**src/rtl/alu_pkg.sv**
```systemverilog
// Shared ALU opcode encodings, flag bit positions and opcode classification.
package alu_pkg;

   typedef enum logic [3:0] {
      EQU            = 4'd0,
      LESS_THAN      = 4'd1,
      LESS_THAN_U    = 4'd2,
      GREATER_THAN   = 4'd3,
      GREATER_THAN_U = 4'd4,
      ADD            = 4'd5,
      ADD_U          = 4'd6,
      SUB_U          = 4'd7,
      SLL            = 4'd8,
      SRL            = 4'd9,
      SRA            = 4'd10,
      OR             = 4'd11,
      XOR            = 4'd12,
      AND            = 4'd13
   } alu_op_e;

   localparam int FLAG_N = 3;
   localparam int FLAG_Z = 2;
   localparam int FLAG_C = 1;
   localparam int FLAG_V = 0;

   localparam logic [31:0] OP_MAX = 32'(AND);

   // Compare opcodes occupy the bottom of the encoding space.
   function automatic logic is_cmp_op(input logic [31:0] op);
      return op <= 32'(GREATER_THAN_U);
   endfunction

endpackage

```
**src/rtl/alu_res_fifo.sv**
```systemverilog
// Two-entry synchronous FIFO, head visible one cycle after a push into an empty FIFO.
// Push while full / pop while empty are ignored; when empty the head shows the last popped entry.
module alu_res_fifo #(
   parameter int WIDTH = 38
) (
   input  logic             clk,
   input  logic             rst_n,
   input  logic             push_i,
   input  logic             pop_i,
   input  logic [WIDTH-1:0] din_i,
   output logic [WIDTH-1:0] dout_o,
   output logic [1:0]       count_o
);

   logic [WIDTH-1:0] mem_q [2];
   logic             wr_ptr_q;
   logic             rd_ptr_q;
   logic [1:0]       count_q;
   logic [1:0]       count_d;
   logic             push_ok;
   logic             pop_ok;

   assign push_ok = push_i && (count_q != 2'd2);
   assign pop_ok  = pop_i && (count_q != 2'd0);

   always_comb begin
      count_d = count_q;
      if (push_ok && !pop_ok) begin
         count_d = count_q + 2'd1;
      end else if (pop_ok && !push_ok) begin
         count_d = count_q - 2'd1;
      end
   end

   always_ff @(posedge clk or negedge rst_n) begin
      if (!rst_n) begin
         mem_q[0] <= '0;
         mem_q[1] <= '0;
         wr_ptr_q <= 1'b0;
         rd_ptr_q <= 1'b0;
         count_q  <= 2'd0;
      end else begin
         if (push_ok) begin
            mem_q[wr_ptr_q] <= din_i;
            wr_ptr_q        <= ~wr_ptr_q;
         end
         if (pop_ok) begin
            rd_ptr_q <= ~rd_ptr_q;
         end
         count_q <= count_d;
      end
   end

   // An empty FIFO has just advanced past its last entry, which still sits in the other slot.
   assign dout_o  = (count_q == 2'd0) ? mem_q[~rd_ptr_q] : mem_q[rd_ptr_q];
   assign count_o = count_q;

   ptr_count_consistent: assert property (@(posedge clk) disable iff (!rst_n)
      (count_q <= 2'd2) && (count_q[0] == (wr_ptr_q ^ rd_ptr_q)));

endmodule

```
**src/rtl/alu_result_stage.sv**
```systemverilog
// ALU result stage: derives cmp/illegal/sticky flags and buffers results in a 2-entry FIFO (1-cycle latency).
// in_ready drops when both entries are held; a same-cycle pop does not free a slot for a push.
module alu_result_stage
   import alu_pkg::*;
#(
   parameter int BITS_SIZE  = 32,
   parameter int CNTRL_SIZE = 4,
   parameter int DEPTH      = 2
) (
   input  logic                  clk,
   input  logic                  rst_n,
   input  logic                  in_valid,
   output logic                  in_ready,
   input  logic [CNTRL_SIZE-1:0] in_cntrl,
   input  logic [BITS_SIZE-1:0]  in_out,
   input  logic                  in_neg,
   input  logic                  in_zero,
   input  logic                  in_carry,
   input  logic                  in_ovf,
   output logic                  out_valid,
   input  logic                  out_ready,
   output logic [BITS_SIZE-1:0]  out_data,
   output logic [3:0]            out_flags,
   output logic                  out_cmp,
   output logic                  out_illegal,
   output logic [3:0]            sticky_flags,
   input  logic                  sticky_clr
);

   localparam int EW = BITS_SIZE + 6;

   logic          push;
   logic          pop;
   logic [1:0]    count;
   logic          illegal;
   logic          cmp;
   logic [3:0]    flags_in;
   logic [EW-1:0] entry;
   logic [EW-1:0] head;
   logic [3:0]    sticky_q;
   logic [3:0]    sticky_d;

   assign in_ready  = count < 2'(DEPTH);
   assign out_valid = count != 2'd0;
   assign push      = in_valid && in_ready;
   assign pop       = out_valid && out_ready;

   assign illegal = 32'(in_cntrl) > OP_MAX;
   assign cmp     = is_cmp_op(32'(in_cntrl)) && in_zero;

   always_comb begin
      flags_in         = '0;
      flags_in[FLAG_N] = in_neg;
      flags_in[FLAG_Z] = in_zero;
      flags_in[FLAG_C] = in_carry;
      flags_in[FLAG_V] = in_ovf;
   end

   assign entry = illegal ? {1'b1, 1'b0, 4'b0000, {BITS_SIZE{1'b0}}}
                          : {1'b0, cmp, flags_in, in_out};

   // Clear takes effect before accumulation so a clear+push leaves exactly the new flags.
   always_comb begin
      sticky_d = sticky_clr ? 4'b0000 : sticky_q;
      if (push && !illegal) begin
         sticky_d = sticky_d | flags_in;
      end
   end

   always_ff @(posedge clk or negedge rst_n) begin
      if (!rst_n) begin
         sticky_q <= 4'b0000;
      end else begin
         sticky_q <= sticky_d;
      end
   end

   alu_res_fifo #(
      .WIDTH (EW)
   ) u_fifo (
      .clk     (clk),
      .rst_n   (rst_n),
      .push_i  (push),
      .pop_i   (pop),
      .din_i   (entry),
      .dout_o  (head),
      .count_o (count)
   );

   assign out_data     = head[BITS_SIZE-1:0];
   assign out_flags    = head[BITS_SIZE+3:BITS_SIZE];
   assign out_cmp      = head[BITS_SIZE+4];
   assign out_illegal  = head[BITS_SIZE+5];
   assign sticky_flags = sticky_q;

endmodule

```
**config.mk**
```make
export PLATFORM = sky130hd
export DESIGN_NAME = alu_result_stage
export DESIGN_NICKNAME = d
export VERILOG_FILES = /design/src/rtl/alu_pkg.sv /design/src/rtl/alu_res_fifo.sv /design/src/rtl/alu_result_stage.sv
export SDC_FILE = /design/constraint.sdc
export NUM_CORES = 1
export LEC_CHECK = 0
export CORE_ASPECT_RATIO = 1.25
export CORE_MARGIN = 4
export CORE_UTILIZATION = 53
export DETAILED_ROUTE_END_ITERATION = 8
export GPL_TIMING_DRIVEN = 0
export PLACE_DENSITY = 0.83
export SETUP_SLACK_MARGIN = 0.1
export SYNTH_ARGS = -nofsm -noshare
export SYNTH_HDL_FRONTEND = slang
export SYNTH_SLANG_ARGS = --single-unit
```
**constraint.sdc**
```tcl
create_clock -name clk -period 3.3 [get_ports clk]
set_input_delay 0.66 -clock clk [delete_from_list [all_inputs] [get_ports clk]]
set_output_delay 0.66 -clock clk [all_outputs]
set_load 0.02 [all_outputs]
```
==> impl_metrics.env, run 1 <==
export IMPL_status="finished, final reports clean"
export IMPL_slowest_delay_ns=0.55
export IMPL_post_route_drc_count=0
export IMPL_synthCells=357
export IMPL_ir_worst_vdd_mv=0.7074
export IMPL_num_vias=2916
export IMPL_layout_common_cells="nand2_1, clkdlybuf4s50_1, dfrtp_1"
export IMPL_numPortBuffers=88
export IMPL_power_density_nw_per_um2=1143
export IMPL_yosysSeqAreaShare=0.5645
export IMPL_synth_cell_type_count=21
export IMPL_grt_first_pass_wirelength_mm=14.16
export IMPL_cts_tree="done"
export IMPL_hold_buffers=0
export IMPL_setup_violations=0
export IMPL_worstMarginPinSlew_ns=0.5362
export IMPL_required_ns=2.64
export IMPL_crit_slowest_cell="clkdlybuf4s50_1"
export IMPL_dp_cells=533
export IMPL_wl_per_cell_um=15.89
export IMPL_rsz0062_at_grt="no"
export IMPL_syn_num_nets=403
export IMPL_synth_area_sq_um=3724
export IMPL_clock_latency_ns=0.35
export IMPL_start_util=0.5567
export IMPL_drv_slew=0
export IMPL_ys_seq_elements=84
export IMPL_coreArea_sq_um=6689
export IMPL_timing_fmax_mhz=319.9
export IMPL_overflow=0
export IMPL_vias_per_cell=5.311
export IMPL_syn_area_per_cell_sq_um=10.43
export IMPL_ant_nets=0
export IMPL_skew_ns=0.01165
export IMPL_path_clk_slew_ns=0.08
export IMPL_ys_warn_count=0
export IMPL_track_usage=0.2107
export IMPL_async_flop_share=1.000
export IMPL_instances_no_fill=549
export IMPL_cts_root_buffer="clkbuf_8"
export IMPL_gp_congestion=0.7393
export IMPL_worstPathCellList="or2_4 > xor2_1 > buf_2 > mux2_2 > clkdlybuf4s50_1"
export IMPL_crit_fanout=10
export IMPL_rows=33
export IMPL_grt_max_degree=51
export IMPL_cp_end_kind="output port"
export IMPL_die_h_um=101.7
export IMPL_h_tree_depth=3
export IMPL_timing_hold_ws_ns=0.2623
export IMPL_final_common_cell="nand2_1"
export IMPL_final_layout_size_suffix_gt1_frac=0.1494
export IMPL_cts_buffers=9
export IMPL_grt_pass1_vias=3030
export IMPL_die_width_um=82.97
export IMPL_period_share=0.9474
export IMPL_first_pass_iters=4
export IMPL_hp_class="input pin to async pin"
export IMPL_synth_edff_count=0
export IMPL_maxCapViolations=0
export IMPL_antenna_found_initial=0
export IMPL_io_pins=89
export IMPL_cts_buffer_depth=2
export IMPL_critical_path_top_delay_family="buffers and inverters"
export IMPL_critPathKind="register to output port"
export IMPL_layout_nets=503
export IMPL_cts_sink_count=84
export IMPL_area_delta_synth_final_pct=32.69
export IMPL_hpwl_mm=6.190
export IMPL_cts_setup_buffers=0
export IMPL_crit_buf_inv=2
export IMPL_power_leakage_uw=0.002320
export IMPL_detail_route_iter0_violations=134
export IMPL_hold_viol=0
export IMPL_die_area_sq_um=8439
export IMPL_cts_resized_gates=0
export IMPL_max_slew_margin=0.6426
export IMPL_wl_mm=8.723
export IMPL_min_period_ns=3.126
export IMPL_startpoint_type="register"
export IMPL_arrival_ns=2.47
export IMPL_synth_ff_type="dfrtp_1"
export IMPL_regToRegSetupSlack_ns=1.55
export IMPL_diodes=0
synthesized netlist by cell type (all sizes together) (2+ instances only):
cell	number	area, sq um
mux2	38	503.0
xnor2	3	26.28
buf	12	102.6
clkbuf	12	45.04
a22o	4	35.03
xor2	3	26.28
o21ai	77	385.4
inv	2	7.510
nand2	113	424.2
dfrtp	84	2102
nand3b	2	15.01
sequential cells by signal (all words and copies together), names as in the netlist:
register and cells:
u_fifo.mem_q 76, u_fifo.wr_ptr_q 1, u_fifo.count_o 2, u_fifo.rd_ptr_q 1, sticky_flags 4
worst paths after layout:
| kind | startpoint | end | cells past startpoint |
|---|---|---|---|
| max in group asynchronous | rst_n | u_fifo.mem_q[31]$_DFFE_PN0P_ | 2 |
| min reg2reg | u_fifo.mem_q[3]$_DFFE_PN0P_ | u_fifo.mem_q[3]$_DFFE_PN0P_ | 2 |
| min | rst_n | u_fifo.mem_q[49]$_DFFE_PN0P_ | 1 |
| min in group clk | u_fifo.mem_q[3]$_DFFE_PN0P_ | u_fifo.mem_q[3]$_DFFE_PN0P_ | 2 |
| max | u_fifo.count_o[1]$_DFFE_PN0P_ | out_data[7] | 5 |
| max reg2reg | u_fifo.count_o[1]$_DFFE_PN0P_ | u_fifo.mem_q[24]$_DFFE_PN0P_ | 5 |
power by group:
part	internal, uW	total, uW	switching (uW)	leakage [uW]
clock network	389	743	353	0.000102
logic	1660	3200	1540	0.00115
registers	1470	1710	234	0.00107
total	3520	5650	2120	0.00232
layout make-up:
class	count	area, sq um
tap	87	108.9
clock inverter	4	47.55
clock buffer	12	155.1
sequential	84	2102
timing repair buffer	89	905.9
fill	487	1748
buffer	24	147.6
multi-input combinational	247	1466
inverter	2	7.507
per-layer routing:
layer / routed length, um / track usage
met5: 0 / 0
met4: 193 / 0.09434
met3: 286 / 0.03173
met2: 4658 / 0.3821
met1: 3584 / 0.2491
worst register-to-register path, cell delays in order (launching register included):
cell and delay, ns:
dfrtp_1 0.41, nand3b_1 0.20, clkbuf_1 0.40, clkbuf_1 0.47, nand2_1 0.12, o21ai_0 0.09
kinds of logic after synthesis:
group           share of synthesized area
flops                              0.5645
fa+ha+maj                        0.003360
compound gates                     0.1129
simple gates                       0.1284
buf+inv                           0.04167
xor+xnor                          0.01412
mux                                0.1351
stage by stage:
step	total power, uW	area (sq um)	setup WS [ns]	TNS [ns]	utilization
after floorplan	3721	3724	1.119	0	-
after global placement	4854	4713	-1.225	-102.61	0.7046
after detailed placement	4951	4738	0.5406	0	0.7084
after CTS	5686	4941	0.1686	0	0.7387
after global routing	5957	4941	0.1140	0	0.7387
final	5648	4941	0.1736	0	0.7387
(Power assumes the default switching activity.)
==> run 2: changes to the inputs <==
==> constraint.sdc (replaced) <==
create_clock -name clk -period 3.7 [get_ports clk]
set_input_delay 0.74 -clock clk [delete_from_list [all_inputs] [get_ports clk]]
set_output_delay 0.74 -clock clk [all_outputs]
set_load 0.02 [all_outputs]
==> results of run 2 <==
Same layout as run 1 (identical final DEF). Status: finished, final reports clean.
Among the figures that moved: setup slack after placement 0.5406 ns -> 0.8606 ns; setup slack after layout 0.1736 ns -> 0.4936 ns; hold slack 0.2623 ns -> 0.3423 ns; register-to-register setup slack 1.55 ns -> 1.95 ns; total power 5648 uW -> 5037 uW; worst IR drop on VDD 0.7074 mV -> 0.6309 mV
